==> config.mk <==
export PLATFORM = sky130hd
export DESIGN_NAME = ppe_sync_flat
export DESIGN_NICKNAME = d
export VERILOG_FILES = /design/src/rtl/ppe_sync_if.sv /design/src/rtl/ppe_sync.sv /design/src/flat_wrapper.sv
export SDC_FILE = /design/constraint.sdc
export NUM_CORES = 1
export LEC_CHECK = 0
export ABC_CLOCK_PERIOD_IN_PS = 8150
export CAP_MARGIN = 20
export CELL_PAD_IN_SITES_DETAIL_PLACEMENT = 0
export CELL_PAD_IN_SITES_GLOBAL_PLACEMENT = 1
export CORE_AREA = 2 2 145 147
export DETAILED_ROUTE_END_ITERATION = 10
export DIE_AREA = 0 0 147 149
export GPL_TIMING_DRIVEN = 0
export PLACE_DENSITY_LB_ADDON = 0.1
export SYNTH_ARGS = -nofsm -noshare
export SYNTH_HDL_FRONTEND = slang
export SYNTH_SLANG_ARGS = --single-unit
export TNS_END_PERCENT = 20
==> constraint.sdc <==
create_clock -name clk -period 8.15 [get_ports clk]
set_input_delay 2.0375 -clock clk [delete_from_list [all_inputs] [get_ports clk]]
set_output_delay 2.0375 -clock clk [all_outputs]
set_load 0.01 [all_outputs]
==> src/rtl/ppe_sync_if.sv <==
// ppe_sync_if: valid/ready packet channel.
// master drives valid/data, slave drives ready.
interface ppe_sync_if #(
  parameter int PKT_W = 30
);
  logic             valid;
  logic             ready;
  logic [PKT_W-1:0] data;

  modport master (
    output valid,
    output data,
    input  ready
  );

  modport slave (
    input  valid,
    input  data,
    output ready
  );
endinterface

==> src/rtl/ppe_sync.sv <==
// ppe_sync: clocked partial-sum PE sliding a filter row over a 1-bit ifmap row.
// Build macro PPE_DEST_CHECK_EN drops packets not addressed to PE_ID.
module ppe_sync #(
  parameter int FILTER_SIZE = 5,
  parameter int IFMAP_ROW   = 25,
  parameter int WEIGHT_W    = 8,
  parameter int SUM_W       = 14,
  parameter int ADDR_W      = 4,
  parameter int DATA_W      = 25,
  parameter int NUM_SPE     = 5,
  parameter int SPE_BASE    = 0,
  parameter int IMEM_ID     = 10,
  parameter int PE_ID       = 0
) (
  input  logic        clk,
  input  logic        reset,
  ppe_sync_if.slave   in_p,
  ppe_sync_if.master  out_p,
`ifdef PPE_DEST_CHECK_EN
  output logic        drop_pulse,
`endif
  output logic        busy
);

  localparam int PKT_W   = ADDR_W + 1 + DATA_W;
  localparam int WPP     = DATA_W / WEIGHT_W;
  localparam int OUT_DIM = IFMAP_ROW - FILTER_SIZE + 1;
  localparam int WC_W    = $clog2(FILTER_SIZE + 1);
  localparam int J_W     = $clog2(OUT_DIM + 1);
  localparam int SI_W    = (NUM_SPE > 1) ? $clog2(NUM_SPE) : 1;

  localparam logic [WC_W-1:0] WC_FULL = WC_W'(FILTER_SIZE);
  localparam logic [J_W-1:0]  J_END   = J_W'(OUT_DIM);
  localparam logic [SI_W-1:0] SI_LAST = SI_W'(NUM_SPE - 1);
  localparam logic [PKT_W-1:0] REQ_PKT =
    {ADDR_W'(IMEM_ID), 1'b0, DATA_W'(0)};

  typedef enum logic [1:0] {
    S_LOAD,
    S_COMPUTE,
    S_REQ
  } state_t;

  state_t               r_state;
  logic                 r_in_ready;
  logic                 r_out_valid;
  logic [PKT_W-1:0]     r_out_data;
  logic                 r_busy;
  logic [WC_W-1:0]      r_wcnt;
  logic [SI_W-1:0]      r_spe;
  logic [J_W-1:0]       r_j;
  logic [IFMAP_ROW-1:0] r_row;
  logic [WEIGHT_W-1:0]  r_wt [FILTER_SIZE];

  logic                   w_op;
  logic [DATA_W-1:0]      w_data;
  logic                   w_drop;
  logic                   w_in_fire;
  logic                   w_out_fire;
  logic                   w_wpkt;
  logic                   w_start;
  int                     w_base;
  logic [WC_W-1:0]        w_wcnt_nxt;
  logic [SI_W-1:0]        w_spe_next;
  logic [FILTER_SIZE-1:0] w_win;
  logic [SUM_W-1:0]       w_sum;
  logic [ADDR_W-1:0]      w_sum_addr;
  logic [PKT_W-1:0]       w_sum_pkt;

  assign w_op   = in_p.data[DATA_W];
  assign w_data = in_p.data[DATA_W-1:0];

`ifdef PPE_DEST_CHECK_EN
  logic r_drop;
  assign w_drop =
    in_p.data[PKT_W-1 -: ADDR_W] != ADDR_W'(PE_ID);
  assign drop_pulse = r_drop;
`else
  logic w_unused_addr;
  assign w_unused_addr = ^in_p.data[PKT_W-1 -: ADDR_W];
  assign w_drop = 1'b0;
`endif

  assign w_in_fire  = in_p.valid && r_in_ready;
  assign w_out_fire = r_out_valid && out_p.ready;
  assign w_wpkt     = !w_drop && !w_op;
  assign w_start    = !w_drop && w_op && (r_wcnt == WC_FULL);

  // A weight packet after a full set starts a fresh set at index 0.
  always_comb begin
    w_base = (r_wcnt == WC_FULL) ? 0 : int'(r_wcnt);
    w_wcnt_nxt = (w_base + WPP >= FILTER_SIZE) ?
      WC_FULL : WC_W'(w_base + WPP);
  end

  always_comb begin
    w_spe_next = r_spe;
    if (w_out_fire)
      w_spe_next = (r_spe == SI_LAST) ? '0 : r_spe + 1'b1;
  end

  always_comb begin
    w_win = FILTER_SIZE'(r_row >> r_j);
    w_sum = '0;
    for (int w = 0; w < FILTER_SIZE; w++)
      if (w_win[w])
        w_sum = w_sum + {{(SUM_W-WEIGHT_W){r_wt[w][WEIGHT_W-1]}},
                         r_wt[w]};
  end

  assign w_sum_addr = ADDR_W'(SPE_BASE + int'(w_spe_next));
  assign w_sum_pkt  = {w_sum_addr, 1'b0,
                       {{(DATA_W-SUM_W){w_sum[SUM_W-1]}}, w_sum}};

  always_ff @(posedge clk or posedge reset) begin
    if (reset) begin
      r_state     <= S_LOAD;
      r_in_ready  <= 1'b0;
      r_out_valid <= 1'b0;
      r_out_data  <= '0;
      r_busy      <= 1'b0;
      r_wcnt      <= '0;
      r_spe       <= '0;
      r_j         <= '0;
      r_row       <= '0;
      for (int i = 0; i < FILTER_SIZE; i++)
        r_wt[i] <= '0;
`ifdef PPE_DEST_CHECK_EN
      r_drop      <= 1'b0;
`endif
    end else begin
`ifdef PPE_DEST_CHECK_EN
      r_drop <= 1'b0;
`endif
      unique case (r_state)
        S_LOAD: begin
          r_in_ready <= 1'b1;
          if (w_in_fire) begin
            unique case (1'b1)
              w_wpkt: begin
                for (int i = 0; i < FILTER_SIZE; i++)
                  for (int k = 0; k < WPP; k++)
                    if (i == w_base + k)
                      r_wt[i] <= w_data[k*WEIGHT_W +: WEIGHT_W];
                r_wcnt <= w_wcnt_nxt;
              end
              w_start: begin
                r_row      <= w_data[IFMAP_ROW-1:0];
                r_j        <= '0;
                r_in_ready <= 1'b0;
                r_busy     <= 1'b1;
                r_state    <= S_COMPUTE;
              end
              default: begin
`ifdef PPE_DEST_CHECK_EN
                r_drop <= w_drop;
`endif
              end
            endcase
          end
        end
        // Next packet is loaded as the current one leaves.
        S_COMPUTE: begin
          if (!r_out_valid || out_p.ready) begin
            r_out_valid <= 1'b1;
            r_spe       <= w_spe_next;
            if (r_j == J_END) begin
              r_out_data <= REQ_PKT;
              r_state    <= S_REQ;
            end else begin
              r_out_data <= w_sum_pkt;
              r_j        <= r_j + 1'b1;
            end
          end
        end
        S_REQ: begin
          if (out_p.ready) begin
            r_out_valid <= 1'b0;
            r_out_data  <= '0;
            r_in_ready  <= 1'b1;
            r_busy      <= 1'b0;
            r_state     <= S_LOAD;
          end
        end
        default: r_state <= S_LOAD;
      endcase
    end
  end

  assign in_p.ready  = r_in_ready;
  assign out_p.valid = r_out_valid;
  assign out_p.data  = r_out_data;
  assign busy        = r_busy;

endmodule

==> src/flat_wrapper.sv <==
// flat-port wrapper written by rule: the top's interface ports become plain ports
module ppe_sync_flat 
#(
  parameter int FILTER_SIZE = 5,
  parameter int IFMAP_ROW   = 25,
  parameter int WEIGHT_W    = 8,
  parameter int SUM_W       = 14,
  parameter int ADDR_W      = 4,
  parameter int DATA_W      = 25,
  parameter int NUM_SPE     = 5,
  parameter int SPE_BASE    = 0,
  parameter int IMEM_ID     = 10,
  parameter int PE_ID       = 0
)
  (clk, reset, busy, in_p_valid, in_p_data, in_p_ready, out_p_valid, out_p_data, out_p_ready);
  ppe_sync_if #(.PKT_W(30)) in_p_i ();
  ppe_sync_if #(.PKT_W(30)) out_p_i ();
  input  logic clk;
  input  logic reset;
  output logic busy;
  input wire logic [$bits(in_p_i.valid)-1:0] in_p_valid;
  input wire logic [$bits(in_p_i.data)-1:0] in_p_data;
  output wire logic [$bits(in_p_i.ready)-1:0] in_p_ready;
  output wire logic [$bits(out_p_i.valid)-1:0] out_p_valid;
  output wire logic [$bits(out_p_i.data)-1:0] out_p_data;
  input wire logic [$bits(out_p_i.ready)-1:0] out_p_ready;
  assign in_p_i.valid = in_p_valid;
  assign in_p_i.data = in_p_data;
  assign in_p_ready = in_p_i.ready;
  assign out_p_valid = out_p_i.valid;
  assign out_p_data = out_p_i.data;
  assign out_p_i.ready = out_p_ready;
  ppe_sync #(.FILTER_SIZE(FILTER_SIZE), .IFMAP_ROW(IFMAP_ROW), .WEIGHT_W(WEIGHT_W), .SUM_W(SUM_W), .ADDR_W(ADDR_W), .DATA_W(DATA_W), .NUM_SPE(NUM_SPE), .SPE_BASE(SPE_BASE), .IMEM_ID(IMEM_ID), .PE_ID(PE_ID)) u_core (.clk(clk), .reset(reset), .in_p(in_p_i), .out_p(out_p_i), .busy(busy));
endmodule
### Yosys cells after proc, flatten, opt, wreduce, memory -nomap -nowiden

Index checks and enable logic that the tools add are counted.

* bits in registers: 111
* input port bits: 34
* output and inout bits: 33

* add/subtract/negate cells: 9
* order comparisons: 1
* equality and inequality tests: 23
* shift-type cells: 1
* multiplexer cells: 49
* bitwise gates (word level): 1
* reductions and logical operators: 30

Operators by type and width (count)
* 3-bit by 32-bit == test with 1-bit output, first input constant: 6
* 8-bit two-way mux: 15
* 2-bit by 32-bit == test with 1-bit output, first input constant: 3
* 4-bit by 32-bit == test with 1-bit output, first input constant: 3
* 32-bit logical NOT: 3
* 30-bit two-way mux: 3
* 14-bit two-way mux: 5
* 32-bit by 3-bit adder with 32-bit output, second input constant: 2
* 30-bit case mux with 2 select lines: 1
* 14-bit adder: 4
* 32-bit by 2-bit adder with 32-bit output, second input constant: 1
* 32-bit by 4-bit >= comparator with 1-bit output, second input constant: 1
* 25-bit by 5-bit right shift with 5-bit output: 1
* 4-bit AND reduction: 6
* 5-bit two-way mux: 4
* 3-bit nonzero test: 5
* 3-bit two-way mux: 4
* 2-bit two-way mux: 5
* 5-bit case mux with 2 select lines: 1
* 5-bit AND reduction: 2
* 3-bit AND reduction: 3
* 2-bit by 1-bit inequality test with 1-bit output, second input constant: 4
* 1-bit two-way mux: 7
* 3-bit == test, second input constant: 2
* 15 further kinds: 23

### Logic depth before layout (Yosys ltp)

Gate-level depths: netlist (run 1).

* word-level depth: 13
* mapped depth: 39
* mapped depth without buffers: 36

### Worst setup path after synthesis (run 1)

No wires, ideal clock.

* kind: reg-to-reg
* from: reg u_core.r_j[0]
* to: reg u_core.r_out_data[24] (netlist: u_core.out_p.data[24])
* data arrival time: 8.332 ns
* data required time: 8.016 ns
* path slack: -0.317 ns
* cell stages (with the launch flop): 37
* buffers on the path: 3
* cell sequence: dfrtp_1 -> buf_6 -> mux4_1 -> a22oi_1 -> a211oi_1 -> buf_2 -> buf_2 -> and2_1 -> ha_1 -> fa_1 -> maj3_1 -> maj3_1 -> maj3_1 -> o221ai_1 -> nand2_1 -> xnor2_1 -> o21ai_1 -> ha_1 -> nor4_1 -> or3_1 -> o21ai_0 -> xnor2_1 -> o21bai_4 -> ha_1 -> nand3_1 -> a21oi_1 -> nor3_1 -> xnor2_1 -> mux2_2 -> ha_1 -> or3_1 -> or4_1 -> a31oi_1 -> mux2i_1 -> xnor3_1 -> xnor2_1 -> o21ai_0

* word-level cells in the longest chain between the ends: 13
* elaborated cells between the ends (all ways): 14

Ends and longest elaborated chain
* start, declared: line ppe_sync.sv:51 `logic [J_W-1:0] r_j;`
* start signal, assigned: line ppe_sync.sv:172 `r_j <= r_j + 1'b1;`
* 25-bit by 5-bit right shift with 5-bit output: line ppe_sync.sv:103 `w_win = FILTER_SIZE'(r_row >> r_j);`
* 14-bit two-way mux: line ppe_sync.sv:106 `if (w_win[w])`
* 14-bit adder: line ppe_sync.sv:107 `w_sum = w_sum + {{(SUM_W-WEIGHT_W){r_wt[w][WEIGHT_W-1]}},`
* 14-bit two-way mux: line ppe_sync.sv:106
* 14-bit adder: line ppe_sync.sv:107
* 14-bit two-way mux: line ppe_sync.sv:106
* 14-bit adder: line ppe_sync.sv:107
* 14-bit two-way mux: line ppe_sync.sv:106
* 14-bit adder: line ppe_sync.sv:107
* 14-bit two-way mux: line ppe_sync.sv:106
* 30-bit two-way mux *: line ppe_sync.sv:167 `if (r_j == J_END) begin`
* 30-bit two-way mux *: line ppe_sync.sv:164 `if (!r_out_valid || out_p.ready) begin`
* 30-bit case mux with 2 select lines *: line ppe_sync.sv:135 `unique case (r_state)`
* end signal, assigned: line ppe_sync.sv:171 `r_out_data <= w_sum_pkt;`
* end, declared: line ppe_sync.sv:47 `logic [PKT_W-1:0] r_out_data;`

Every way passes the cells marked *; elsewhere a longest branch is shown, timed or not. The select of a mux whose other input is x is not followed.
A chain may end at the register's enable or synchronous reset.

### Worst setup path in the final report (run 1)

Same ends and word-level chain as after synthesis.

==> summary.md, run 1 <==
| Metric | Value |
|---|---|
| Number of register bits inferred by synthesis | `99` |
| Share of the cycle needed by the critical path after routing | `100%` |
| Critical path startpoint category | `register` |
| Fraction of synthesized cell area taken by the top area cell type | `30.2%` |
| Floorplan core area | `0.0206 mm2` |
| Std-Cell Rows | `53` |
| Post-route cell area | `slightly above 0.01 mm2` |
| Hold/Removal Path Class | `register to register` |
| Placer congestion estimate | `~0.89` |
| Library cell used as clock root buffer | `clkbuf_16` |
| Number of cells on the worst reg-to-reg path | `33` |
| Number of unique standard cell types used by synthesis | `around 70` |
| Count of pins on the block boundary | `67` |
| Largest fanout on the critical path | `5` |
| Detailed-route wire length per cell | `about 18 um` |
| RSZ-0062 raised after global routing | `true` |
| Net Count, Synth | `1027` |
| Fraction of registers with async set or reset after synthesis | `100%` |
| Final setup vio count | `1` |
| Die height | `149 um` |
| Worst hold path stage count | `2` |
| Gate Count Post-Synth | `around 940` |
| Most instantiated cells after synthesis | `nand2_1 (170), dfrtp_1 (99), o21ai_0 (66)` |
| Post-synth top area cell | `dfrtp_1` |
| Slowest cell on crit path | `mux4_2` |
| CTS buffer count | `9` |
| Arrival time reported for the critical path endpoint | `8380 ps` |
| Worst Hold Launch | `u_core.out_p.data[28]` |
| Clock latency on the worst-skew pair | `between 300 and 400 ps` |
| Main synth FF type | `dfrtp_1` |
| Count of port buffers added during placement | `between 60 and 70` |
| Placed cell count | `1275` |
| Number of max-cap violations | `0` |
| Via count of the first global-routing pass | `about 7000` |
| Tightest Pin Transition | `around 1100 ps` |
| Placed Instance Area | `0.00922 mm2` |
| Initial DRC Count | `429` |
| Floorplan die area | `between 0.02 and 0.025 mm2` |
| Reg-to-reg slack, setup | `-4 ps` |
| Endpoint kind of the worst setup timing path | `register` |
| Leading cell type by number of instances after synthesis | `nand2_1` |
| Hold Vio Cnt, Final | `0` |
| TritonCTS clock tree | `yes` |
| Highest attainable clock frequency | `between 0.1 and 0.15 GHz` |
| Area growth syn-to-layout | `22.8%` |
| Share of synthesized area occupied by flip-flops and latches | `a little under a third` |
| Grt total ovfl | `0` |
| Violated checks | `setup timing` |
| Hold Path End | `u_core.out_p.data[28]` |
| Die Span X | `about 150 um` |
| WS Path Type | `register to register` |
| Register clock-pin slew on the reported worst setup and hold paths | `approximately 70 ps` |
| H-tree depth | `3` |
| ANT nets after route | `0` |
| Count of nets after finishing | `~1100` |
| Half-perimeter wire length after detailed placement | `approximately 18000 um` |
| Fill cell instance count of the final layout | `about 2100` |
| Maximum clock skew at final layout | `7.35 ps` |
| CTS sink count | `~100` |
| Worst hold slack after final layout | `about 480 ps` |
| Fin cells | `~1300` |
| First-pass GRT wire length | `approximately 39000 um` |
| Pre-antenna DRT Iters | `6` |
| Startpoint of the most critical setup path | `u_core.r_j[0]` |
| # DRC | `0` |
| Max clock buf depth | `2` |
| Slew Limit Fails | `0` |
| Aggregate negative setup slack | `-3.70 ps` |
| Via density per instance | `~5.5` |
| Synthesis warning total | `0` |
| EDFF count, synth | `0` |
| Pin count of the biggest net entering global routing | `slightly above 50` |
| Fraction of final layout cells with drive strength greater than 1 | `16.4%` |
| WP data required | `8370 ps` |
| Average instance area after synthesis | `just under 9 um2` |
| Summed instance area of the synthesized netlist | `0.00820 mm2` |
| Outcome | `complete, but fails checks` |
| Tightest slew margin relative to the limit | `between 20% and 30%` |
| Final wirelength | `between 20000 and 25000 um` |
| Hold-fix buffer count after cts | `0` |
| Final WS setup | `-3.70 ps` |
| Total number of vias | `just over 7000` |
| Antenna violations before repair | `0` |
| Total global-route track usage | `about 22%` |
| Starting density of the core | `39.9%` |
| Number of antenna cells inserted | `0` |
| Largest cells by area after synthesis | `dfrtp_1 (30%), ha_1 (7.9%), nand2_1 (7.8%)` |
| Launching point of the worst reg2reg path | `u_core.r_j[0]` |
| Delay contributed by the slowest stage of the critical path | `roughly 550 ps` |
| R2R Path End | `u_core.out_p.data[24]` |
| Shortest period the worst path allows | `slightly above 8000 ps` |
-- kinds of logic (layout without fill, tap and decap cells) --
kind of cell / Yosys count / after routing / share of synthesized area (%)
simple gates: 327 / 327 / 17.6
compound gates: 235 / 235 / 19.0
flops: 99 / 99 / 30.2
buf+inv: 90 / 194 / 5.02
mux: 82 / 82 / 13.9
fa+ha+maj: 60 / 60 / 9.40
xor+xnor: 43 / 43 / 4.76
other cells: 1 / 1 / 0.0458
-- critical path: cells and delay by family (launching register included) --
kind	cells	cell delay [ps]
and+or+nand+nor	8	1690
AOI/OAI and AO/OA	7	1250
xor gates and xnor gates	5	900
buffers and inverters	1	150
adders and majority gates	8	2250
muxes	4	1360
DFF	1	420
-- registers in the layout (all words and copies together) (netlist names) --
register	flops
u_core.r_wt	40
u_core.r_j	5
u_core.out_p.data	18
u_core.r_spe	3
u_core.r_state	2
u_core.r_wcnt	3
u_core.out_p.valid	1
u_core.busy	1
u_core.in_p.ready	1
u_core.r_row	25
-- cells in the final DEF (no fill, tap or decap), types with 5 or more instances in the layout --
cell	netlist	layout
buf_2	8	7
buf_4	12	38
ha_4	0	8
clkbuf_1	30	30
o21ai_0	66	60
nand2_1	170	169
dfrtp_1	99	98
a21oi_1	40	35
buf_1	5	5
inv_1	33	32
o21ai_1	4	7
nor3_1	14	12
xnor2_1	28	24
clkdlybuf4s50_1	0	61
a21o_1	12	12
nor2_1	61	61
o22ai_1	18	17
mux2_2	29	27
o211ai_1	8	8
ha_1	52	40
o21a_1	5	5
nand2b_1	9	9
and2_1	9	8
mux4_1	13	8
xor2_1	14	14
mux2i_1	34	34
a221o_1	9	9
mux4_2	5	10
nor2b_1	8	8
o22a_1	16	16
clkbuf_16	0	9
nand3_1	26	25
-- routing by layer --
metal / global-route usage [%] / wire length (um) / vias to the layer above
met3: 3.09 / 1040 / 20
met2: 36.9 / 11200 / 170
met1: 31.8 / 11600 / 3485
li1: - / - / 3569
met5: 0 / 0 / -
met4: 4.47 / 318 / 0
-- metrics by stage --
step | setup WS, ps | util [%]
after global placement | -1290 | 44.7
after CTS | -271 | 48.0
final | -3.70 | 48.9
after floorplan | 6.57 | -
after global routing | -315 | 48.9
after detailed placement | -1270 | 44.9
-- final cells by class --
| class | instances | area, um2 | area share, % |
|---|---|---|---|
| multi-input combinational | 748 | 5650 | 56.2 |
| sequential | 99 | 2480 | 24.6 |
| timing repair buffer | 90 | 847 | 8.42 |
| tap | 275 | 344 | 3.42 |
| buffer | 55 | 284 | 2.82 |
| clock buffer | 10 | 239 | 2.38 |
| inverter | 33 | 126 | 1.26 |
| clock inverter | 6 | 88.8 | 0.883 |
-- worst max path at each step --
stage,endpoint,slack (ps),cells past startpoint
4_1_cts,u_core.out_p.data[24],-270,36
3_5_place_dp,u_core.out_p.data[24],-1270,32
3_3_place_gp,u_core.out_p.data[24],-1290,32
5_1_grt,u_core.out_p.data[24],-310,33
2_1_floorplan,u_core.out_p.data[24],7,36
6_report,u_core.out_p.data[24],-4,33
-- repair_timing --
action                                  in CTS  in global routing
cloned                                       1                  0
setup buffers                               15                 12
resized for setup                           48                 30
endpoints found under the setup margin       5                  4
pin swaps                                   23                 29
Power of run 1 is left out: the tool's default activity adds up to more than one toggle a clock period on the data nets, which glitch-free logic cannot reach.
==> inputs of run 2 (changes only) <==
- ABC_AREA: unset -> 1
- CORE_AREA: 2 2 145 147 -> 2 2 190 192
- DIE_AREA: 0 0 147 149 -> 0 0 192 194
==> summary.md, run 2 <==
| Metric | Value |
|---|---|
| Outcome | `complete, no violations (was complete, but fails checks)` |
| ANT nets after route | `0 (unchanged)` |
| Slowest cell on crit path | `dfrtp_1 (was mux4_2)` |
| Hold-fix buffer count after cts | `0 (unchanged)` |
| Combinational family with the most area after synthesis | `simple AND/OR/NAND/NOR gates (was compound AO/OA/AOI/OAI gates)` |
| Floorplan die area | `0.0372 mm2 (was 0.0219 mm2)` |
| Synthesis warning total | `0 (unchanged)` |
| Placed cell count | `1733 (was 1275)` |
| Worst hold slack after final layout | `474 ps (was 480 ps)` |
| Maximum clock skew at final layout | `13.4 ps (was 7.35 ps)` |
| Placer congestion estimate | `0.840 (was 0.893)` |
| Total global-route track usage | `16.3% (was 22.4%)` |
| Post-CTS Setup Repair Bufs | `0 (was 15)` |
| Flip-flop count of the largest register after layout | `40 (unchanged)` |
| Hold/Removal Path Class | `register to register (unchanged)` |
| Die Span X | `192 um (was 147 um)` |
| Cell repeated most along the worst path | `nand2_1` |
| Final setup vio count | `0 (was 1)` |
| Number of antenna cells inserted | `0 (unchanged)` |
| Highest attainable clock frequency | `0.135 GHz (was 0.123 GHz)` |
| Count of nets after finishing | `1373 (was 1126)` |
| Reg-to-reg slack, setup | `760 ps (was -4 ps)` |
| Register clock-pin slew on the reported worst setup and hold paths | `90 ps (was 70 ps)` |
| Clock latency on the worst-skew pair | `380 ps (was 350 ps)` |
| Fraction of synthesized cell area taken by the top area cell type | `29.5% (was 30.2%)` |
| Initial DRC Count | `447 (was 429)` |
| Area taken by flip-flops and latches | `0.00248 mm2 (unchanged)` |
| Arrival time reported for the critical path endpoint | `7700 ps (was 8380 ps)` |
| Via density per instance | `4.55 (was 5.50)` |
| # DRC | `0 (unchanged)` |
| Critical path startpoint category | `register (unchanged)` |
| Commonest cells after routing, fill and taps aside | `nand2_1 (355), inv_1 (121), o21ai_0 (109) (was nand2_1 (169), dfrtp_1 (98), nor2_1 (61), clkdlybuf4s50_1 (61), o21ai_0 (60))` |
| Post-synth top area cell | `dfrtp_1 (unchanged)` |
| Fraction of registers with async set or reset after synthesis | `100% (unchanged)` |
| Share of synthesized area occupied by flip-flops and latches | `29.5% (was 30.2%)` |
| Largest fanout on the critical path | `10 (was 5)` |
| Area growth syn-to-layout | `18.4% (was 22.8%)` |
| Via count of the first global-routing pass | `7847 (was 6982)` |
| Fin cells | `1749 (was 1316)` |
| Post-CTS resize count | `0 (was 48)` |
| Slew Limit Fails | `0 (unchanged)` |
| H-tree depth | `3 (unchanged)` |
| TritonCTS clock tree | `yes (unchanged)` |
| Most instantiated cells after synthesis | `nand2_1 (356), inv_1 (122), o21ai_0 (109) (was nand2_1 (170), dfrtp_1 (99), o21ai_0 (66))` |
| Main synth FF type | `dfrtp_1 (unchanged)` |
| Count of port buffers added during placement | `61 (unchanged)` |
| EDFF count, synth | `0 (unchanged)` |
| Std-Cell Rows | `69 (was 53)` |
| Adder-cell area share of the yosys netlist | `8.71% (was 9.40%)` |
| Number of unique standard cell types used by synthesis | `55 (was 72)` |
| Final wirelength | `29300 um (was 24100 um)` |
| Delay contributed by the slowest stage of the critical path | `410 ps (was 550 ps)` |
| Half-perimeter wire length after detailed placement | `23700 um (was 18100 um)` |
| Grt total ovfl | `0 (unchanged)` |
| Worst path top cell family by delay | `simple AND/OR/NAND/NOR gates (was adder cells)` |
| Share of the cycle needed by the critical path after routing | `90.7% (was 100%)` |
| RSZ-0062 raised after global routing | `false (was true)` |
| Fill cell instance count of the final layout | `3970 (was 2060)` |
| Count of pins on the block boundary | `67 (unchanged)` |
| Top reg by flops | `u_core.r_wt (unchanged)` |
| Aggregate negative setup slack | `0 ps (was -3.70 ps)` |
| Average instance area after synthesis | `6.93 um2 (was 8.75 um2)` |
| Tightest Pin Transition | `706 ps (was 1090 ps)` |
| Number of max-cap violations | `0 (unchanged)` |
| Summed instance area of the synthesized netlist | `0.00839 mm2 (was 0.00820 mm2)` |
| Library cell used as clock root buffer | `clkbuf_16 (unchanged)` |
| Endpoint kind of the worst setup timing path | `register (unchanged)` |
| Multi-input combinational cell area | `0.00512 mm2 (was 0.00565 mm2)` |
| CTS buffer count | `9 (unchanged)` |
| WP data required | `8450 ps (was 8370 ps)` |
| Hold Vio Cnt, Final | `0 (unchanged)` |
| Pre-antenna DRT Iters | `5 (was 6)` |
| Post-Synth XOR/XNOR Area | `2.51% (was 4.76%)` |
| Most common cell after layout, fill and taps aside | `nand2_1 (unchanged)` |
| Fraction of final layout cells with drive strength greater than 1 | `9.94% (was 16.4%)` |
| Post-synthesis mux area share | `0.358% (was 13.9%)` |
| Detailed-route wire length per cell | `16.8 um (was 18.3 um)` |
| WS Path Type | `register to register (unchanged)` |
| Buffers plus inverters on the worst setup path | `5 (was 1)` |
| CTS sink count | `99 (unchanged)` |
| Tightest slew margin relative to the limit | `52.8% (was 27.1%)` |
| Max clock buf depth | `2 (unchanged)` |
| Total number of vias | `7957 (was 7244)` |
| Gate Count Post-Synth | `1210 (was 937)` |
| Net Count, Synth | `1300 (was 1027)` |
| Area share of and/or/nand/nor cells after synthesis | `30.4% (was 17.6%)` |
| Die height | `194 um (was 149 um)` |
| Starting density of the core | `23.8% (was 39.9%)` |
| Pin count of the biggest net entering global routing | `62 (was 51)` |
| First-pass GRT wire length | `46300 um (was 38500 um)` |
| Largest cells by area after synthesis | `dfrtp_1 (30%), nand2_1 (16%), ha_1 (7.8%) (was dfrtp_1 (30%), ha_1 (7.9%), nand2_1 (7.8%))` |
| Number of register bits inferred by synthesis | `99 (unchanged)` |
| Antenna violations before repair | `0 (unchanged)` |
| Area fraction in compound gates after synthesis | `18.8% (was 19.0%)` |
| Shortest period the worst path allows | `7390 ps (was 8150 ps)` |
| Leading cell type by number of instances after synthesis | `nand2_1 (unchanged)` |
| Floorplan core area | `0.0352 mm2 (was 0.0206 mm2)` |
[run 2: changes by cell type in the layout (fill, tap and decap cells not counted), sizes merged, moves of 26 or more]
cell and change:
mux2i -31, inv +100, nand3 +56, a21oi +32, mux2 -30, buf -26, nand2 +214, o21ai +60
[run 2: worst paths after layout]
kind | to | from | cells past startpoint
worst max-delay path | u_core.out_p.data[24] | u_core.r_j[1] | 50
worst min register to register | u_core.out_p.data[29] | u_core.out_p.data[29] | 2
worst min-delay path | u_core.out_p.data[29] | u_core.out_p.data[29] | 2
max in group asynchronous | u_core.r_row[14] | reset | 3
min in group asynchronous | u_core.r_j[2] | reset | 2
worst max register to register | u_core.out_p.data[24] | u_core.r_j[1] | 50
[run 2: area by class of cell]
cell class | instances | share of cell area (%)
inverter | 133 | 5.10
sequential | 99 | 25.0
multi-input combinational | 930 | 51.6
clock inverter | 7 | 0.844
timing repair buffer | 62 | 6.43
tap | 461 | 5.81
clock buffer | 9 | 2.27
buffer | 48 | 3.00
[run 2: routing by layer]
metal  GRT usage [%]  up-vias  routed length (um)
li1                -     4129                   -
met1            23.5     3663               14700
met2            25.7      153               13100
met3            2.26       12                1080
met4            3.39        0                 361
met5               0        -                   0
[run 2: tightest hold or removal path, stage by stage, from the launching register on]
cell	delay, ps
dfrtp_1	340
nand2_1	60
nand2_1	50
[run 2: through the flow]
step / worst slack [ps] / util, % / area (um2)
5_1_grt: 56.6 / 28.2 / 9930
2_1_floorplan: 1940 / - / 8390
3_5_place_dp: 499 / 27.3 / 9600
4_1_cts: 439 / 28.1 / 9910
3_3_place_gp: 430 / 27.2 / 9570
6_report: 758 / 28.2 / 9930
[run 2: cell families (layout without fill, tap and decap cells)]
| family | Yosys count | in the layout |
|---|---|---|
| AOI/OAI and AO/OA | 270 | 270 |
| DFF | 99 | 99 |
| buffers and inverters | 181 | 259 |
| xor gates and xnor gates | 24 | 24 |
| and+or+nand+nor | 576 | 576 |
| muxes | 3 | 3 |
| adders and majority gates | 56 | 56 |
| other | 1 | 1 |
Power of run 2 is left out for the same reason.
==> patch 1: new RTL, flow settings as in run 2 <==
Make the reset (`reset`) synchronous in one clocked block.
--- a/src/rtl/ppe_sync.sv
+++ b/src/rtl/ppe_sync.sv
@@ -114,3 +114,3 @@
 
-  always_ff @(posedge clk or posedge reset) begin
+  always_ff @(posedge clk) begin
     if (reset) begin
Check against the original RTL: differs if reset is asserted again (counterexample within 4 cycles, from zero or initial values and one cycle with reset high); with reset held inactive, the same outputs for 4 cycles.
==> patch 1 against run 2 <==
Final area is 1.5% lower; sequential share of layout area is 0.60 points lower; synthesized area is 1.1% lower; routed wire length is 0.48% lower; worst setup slack better by 0.22 ns; critical path type unchanged; sequential cell count stayed put; highest routed layer unchanged; fmax is 3.1% higher; via count is 1.8% lower.
Power is left out: it rests on default switching activity, and per cell area and clock period it moved more than threefold.
==> patch 1: results (changes against run 2) <==
stage	metric	value	unit	change
synthesis	synth_mux_area_frac	0.001207		was 0.003580
clocking	path_clk_slew	0.07	ns	was 0.09 ns
layout	fin_nets	1359		was 1373
synthesis	synth_area_leaders	edfxtp_1, dfxtp_1, nand2_1		was dfrtp_1, nand2_1, ha_1
outcome	status	complete, no violations		unchanged
grt	globalRouteTotalUtil	0.1630		was 0.1625
sta	relSlewSlack	0.3967		was 0.5277
placement	gp_congestion	0.8794		was 0.8404
synthesis	yosysSeqAreaShare	0.2873		was 0.2954
worst_setup_path	cp_slowest_cell	dfxtp_2		was dfrtp_1
grt	grt_max_degree	18		was 62
grt	grt_pass1_vias	7965		was 7847
synthesis	synthFlopType	dfxtp_1		was dfrtp_1
synthesis	async_flop_share	0		was 1.000
worst_setup_path	r2r_start	u_core.r_j[0]$_SDFFE_PP0P_		was u_core.r_j[1]$_DFFE_PP0P_
grt	grt_pass1_wl	46050	um	was 46300 um
worst_setup_path	rr_endpoint	u_core.out_p.data[24]$_SDFFE_PP0P_		was u_core.out_p.data[24]$_DFFE_PP0P_
sta	skew	0.01692	ns	was 0.01340 ns
synthesis	synth-edff-count	40		was 0
worst_setup_path	reg2reg_setup_slack	0.98	ns	was 0.76 ns
worst_hold_path	min_to	u_core.out_p.data[5]$_SDFFE_PP0P_		was u_core.out_p.data[29]$_DFFE_PP0P_
synthesis	synthAdderAreaFrac	0.09114		was 0.08713
routing	first_iter_violations	389		was 447
synthesis	synth-xor-area-share	0.02535		was 0.02506
layout	drive_gt1_frac	0.1030		was 0.09938
synthesis	syn-num-nets	1287		was 1300
synthesis	ys_top_cells_by_count	nand2_1, inv_1, a21oi_1		was nand2_1, inv_1, o21ai_0
synthesis	synth.distinct_cells	63		was 55
synthesis	synth_compound_area_frac	0.2117		was 0.1884
-- patch 1: layout make-up --
type	instances	area, um2
fillers	3957	25440
multi-input cells	875	4980
flip-flops and latches	99	2384
inverters	170	646.9
repair buffers	61	610.6
well taps	461	576.8
plain buffers	51	282.8
clock buffers	9	225.2
clock inverters	7	73.82
-- patch 1: worst max path at each step --
stage | from | end | slack (ns) | cells after the start
2_1_floorplan | u_core.r_j[0]$_SDFFE_PP0P_ | u_core.out_p.data[24]$_SDFFE_PP0P_ | 2.10 | 47
3_3_place_gp | u_core.r_j[0]$_SDFFE_PP0P_ | u_core.out_p.data[24]$_SDFFE_PP0P_ | 0.59 | 45
3_5_place_dp | u_core.r_j[0]$_SDFFE_PP0P_ | u_core.out_p.data[24]$_SDFFE_PP0P_ | 0.65 | 40
4_1_cts | u_core.r_j[0]$_SDFFE_PP0P_ | u_core.out_p.data[24]$_SDFFE_PP0P_ | 0.61 | 45
5_1_grt | u_core.r_j[0]$_SDFFE_PP0P_ | u_core.out_p.data[24]$_SDFFE_PP0P_ | 0.10 | 50
6_report | u_core.r_j[0]$_SDFFE_PP0P_ | u_core.out_p.data[24]$_SDFFE_PP0P_ | 0.98 | 50
-- patch 1: through the flow --
| step | instances | instance area [um2] | worst slack (ns) | util | hold WS, ns |
|---|---|---|---|---|---|
| 6_report | 1733 | 9779 | 0.9771 | 0.2776 | 0.4656 |
| 5_1_grt | 1733 | 9779 | 0.1011 | 0.2776 | 0.4821 |
| 4_1_cts | 1733 | 9778 | 0.6091 | 0.2776 | 0.4683 |
| 3_5_place_dp | 1717 | 9479 | 0.6534 | 0.2691 | 0.4577 |
| 3_3_place_gp | 1717 | 9479 | 0.5908 | 0.2691 | 0.4571 |
| 2_1_floorplan | 1195 | 8292 | 2.096 | - | 0.4391 |
-- patch 1: metal layers --
layer | up-vias | share of wire | track usage
met5 | - | 0 | 0
met4 | 0 | 0.016 | 0.04184
met3 | 16 | 0.027 | 0.02317
met2 | 94 | 0.46 | 0.2678
met1 | 3588 | 0.49 | 0.2232
li1 | 4119 | - | -
-- patch 1: logic make-up (layout without fill, tap and decap cells) --
| group | Yosys count | after routing |
|---|---|---|
| compound gates | 304 | 304 |
| buf+inv | 221 | 298 |
| simple gates | 487 | 487 |
| flops | 99 | 99 |
| other cells | 1 | 1 |
| fa+ha+maj | 58 | 58 |
| mux | 1 | 1 |
| xor+xnor | 24 | 24 |
-- patch 1: worst register-to-register path: cells and delay by family (launching register included) --
kind	cells	cell delay, ns
AOI/OAI and AO/OA	8	1.52
xor gates and xnor gates	2	0.29
adders and majority gates	5	1.62
buffers and inverters	10	0.66
DFF	1	0.47
and+or+nand+nor	25	2.55
==> patch 2: new RTL, settings of run 2 <==
Without the edit above. `FILTER_SIZE` is set to 5 in 2 places; all go to 10.
--- a/src/rtl/ppe_sync.sv
+++ b/src/rtl/ppe_sync.sv
@@ -3,3 +3,3 @@
 module ppe_sync #(
-  parameter int FILTER_SIZE = 5,
+  parameter int FILTER_SIZE = 10,
   parameter int IFMAP_ROW   = 25,
--- a/src/flat_wrapper.sv
+++ b/src/flat_wrapper.sv
@@ -3,3 +3,3 @@
 #(
-  parameter int FILTER_SIZE = 5,
+  parameter int FILTER_SIZE = 10,
   parameter int IFMAP_ROW   = 25,
Function: changed (a bounded check fails within 10 cycles, from zero or initial values and one cycle with reset high).
==> patch 2 against run 2 <==
The run now ends with setup timing left; final cell count grew 61%; non-clock buffer count grew 137; routed wire length grew 75%; sequential share of layout area shrank 6.5 points; final area grew 91%; sequential cell count grew 41; die area is the same; critical path depth grew 26; worst setup slack lost 3.3 ns; synthesized area grew 72%.
Power is left out: the tool's default activity adds up to more than one toggle a clock period on the data nets, which glitch-free logic cannot reach.
==> patch 2: results (changes against run 2) <==
stage	metric	value	unit	change
clocking	clk_latency	0.45	ns	was 0.38 ns
synthesis	syn-num-nets	2312		was 1300
sta	setup_viol_count_final	13		was 0
worst_setup_path	slowest_delay	0.56	ns	was 0.41 ns
placement	gp_congestion	0.9179		was 0.8404
placement	port_buffers	58		was 61
layout	drive_gt1_frac	0.2540		was 0.09938
synthesis	ys.warnings.count	0		unchanged
routing	via_per_inst	5.328		was 4.549
synthesis	ys_top_cells_by_count	nand2_1, inv_1, o21ai_0		unchanged
worst_setup_path	cp_max_fo	7		was 10
clocking	cts-root-buf	clkbuf_16		unchanged
run	cap_viol_max_count	0		unchanged
worst_hold_path	hold_class	flop to flop		unchanged
placement	dp_slack	-3.169	ns	was 0.4986 ns
routing	drtPass1Iterations	5		unchanged
layout	fin_nets	2496		was 1373
routing	routedWlPerCell	18.26	um	was 16.76 um
routing	num_vias	14980		was 7957
outcome	violations	setup timing		
outcome	status	finished, violations left		was complete, no violations
placement	dp.cells	2675		was 1733
synthesis	synth_area_leaders	dfrtp_1, nand2_1, ha_1		unchanged
layout	top_register	u_core.r_wt		unchanged
layout	largest_reg_flops	80		was 40
synthesis	postSynthAreaPerCell	6.711	um2	was 6.931 um2
grt	globalRouteTotalUtil	0.2776		was 0.1625
synthesis	yosysSeqAreaShare	0.2423		was 0.2954
clocking	path_clk_slew	0.06	ns	was 0.09 ns
clocking	clockBufferDepth	2		unchanged
placement	dpl.hpwl	38850	um	was 23740 um
synthesis	synthFlopType	dfrtp_1		unchanged
clocking	cts_max_level	4		was 3
synthesis	async_flop_share	1.000		unchanged
grt	grt_max_degree	78		was 62
grt	grt_pass1_vias	14470		was 7847
sta	setup_slack	-2.522	ns	was 0.7580 ns
sta	relSlewSlack	0.3361		was 0.5277
sta	skew	0.01546	ns	was 0.01340 ns
sta	hold_viol_final	0		unchanged
grt	antenna_found_initial	1		was 0
worst_setup_path	worstPathArrival	11.00	ns	was 7.70 ns
layout	diodes	0		unchanged
grt	grt_pass1_wl	79800	um	was 46300 um
synthesis	synth.distinct_cells	65		was 55
worst_setup_path	cp_slowest_cell	fa_2		was dfrtp_1
clocking	cts_buffers	17		was 9
routing	first_iter_violations	1040		was 447
==> patch 2: changes by cell type in the layout (fill, tap and decap cells not counted), moves of 60 or more <==
| cell | delta |
|---|---|
| ha_4 | +60 |
| nor2_1 | +70 |
| o21ai_0 | +60 |
| nand2_1 | +150 |
| inv_1 | +99 |
| buf_4 | +105 |
==> patch 2: layout make-up <==
cell class | instances | area [um2]
timing repair buffer | 166 | 1459
clock buffer | 18 | 429.2
clock inverter | 13 | 214.0
buffer | 81 | 523.0
fill | 3508 | 16290
sequential | 140 | 3505
multi-input combinational | 1663 | 11180
tap | 461 | 576.8
inverter | 269 | 1052
==> patch 2: worst paths after layout <==
check | from | endpoint | cells past startpoint
worst max-delay path | u_core.r_j[0]$_DFFE_PP0P_ | u_core.out_p.data[24]$_DFFE_PP0P_ | 76
worst min-delay path | u_core.busy$_DFFE_PP0P_ | u_core.busy$_DFFE_PP0P_ | 2
worst max register to register | u_core.r_j[0]$_DFFE_PP0P_ | u_core.out_p.data[24]$_DFFE_PP0P_ | 76
worst min register to register | u_core.busy$_DFFE_PP0P_ | u_core.busy$_DFFE_PP0P_ | 2
max in group asynchronous | reset | u_core.r_wt[63]$_DFFE_PP0P_ | 3
min in group asynchronous | reset | u_core.out_p.data[11]$_DFFE_PP0P_ | 2
==> patch 2: per-stage QoR <==
stage	util	TNS [ns]	cell area, um2	hold slack [ns]
6_report	0.5377	-17.04	18940	0.4741
3_3_place_gp	0.4505	-23.54	15870	0.4556
2_1_floorplan	-	-9.256	14710	0.4534
4_1_cts	0.5086	-16.24	17910	0.4814
5_1_grt	0.5377	-23.45	18940	0.4983
3_5_place_dp	0.4516	-24.37	15910	0.4640
==> patch 2: repair_timing <==
item / CTS / global route
gates resized for setup: 158 / 174
cloned: 1 / 0
setup endpoints to repair: 13 / 13
pin swaps: 98 / 137
buffers inserted: 78 / 29
==> patch 2: per-layer routing <==
layer  track usage  vias to the layer above  share of wire
met5             0                        -              0
met4       0.06842                        0          0.018
met3       0.03294                       59          0.045
met2        0.4400                      346           0.45
met1        0.4006                     7085           0.49
li1              -                     7487              -
==> patch 2: cell families after synthesis <==
kind of cell | synth area share
other | 0.0002594
DFF | 0.2423
buffers and inverters | 0.1065
and+or+nand+nor | 0.2867
adders and majority gates | 0.1120
muxes | 0.009175
AOI/OAI and AO/OA | 0.2097
xor gates and xnor gates | 0.03332
==> patch 2: worst max-delay path: cells and delay by family, from the launching register on <==
kind | cells | cell delay, ns
compound gates | 18 | 2.36
xor+xnor | 5 | 0.78
fa+ha+maj | 10 | 3.06
buf+inv | 17 | 1.11
flops | 1 | 0.39
simple gates | 26 | 2.84
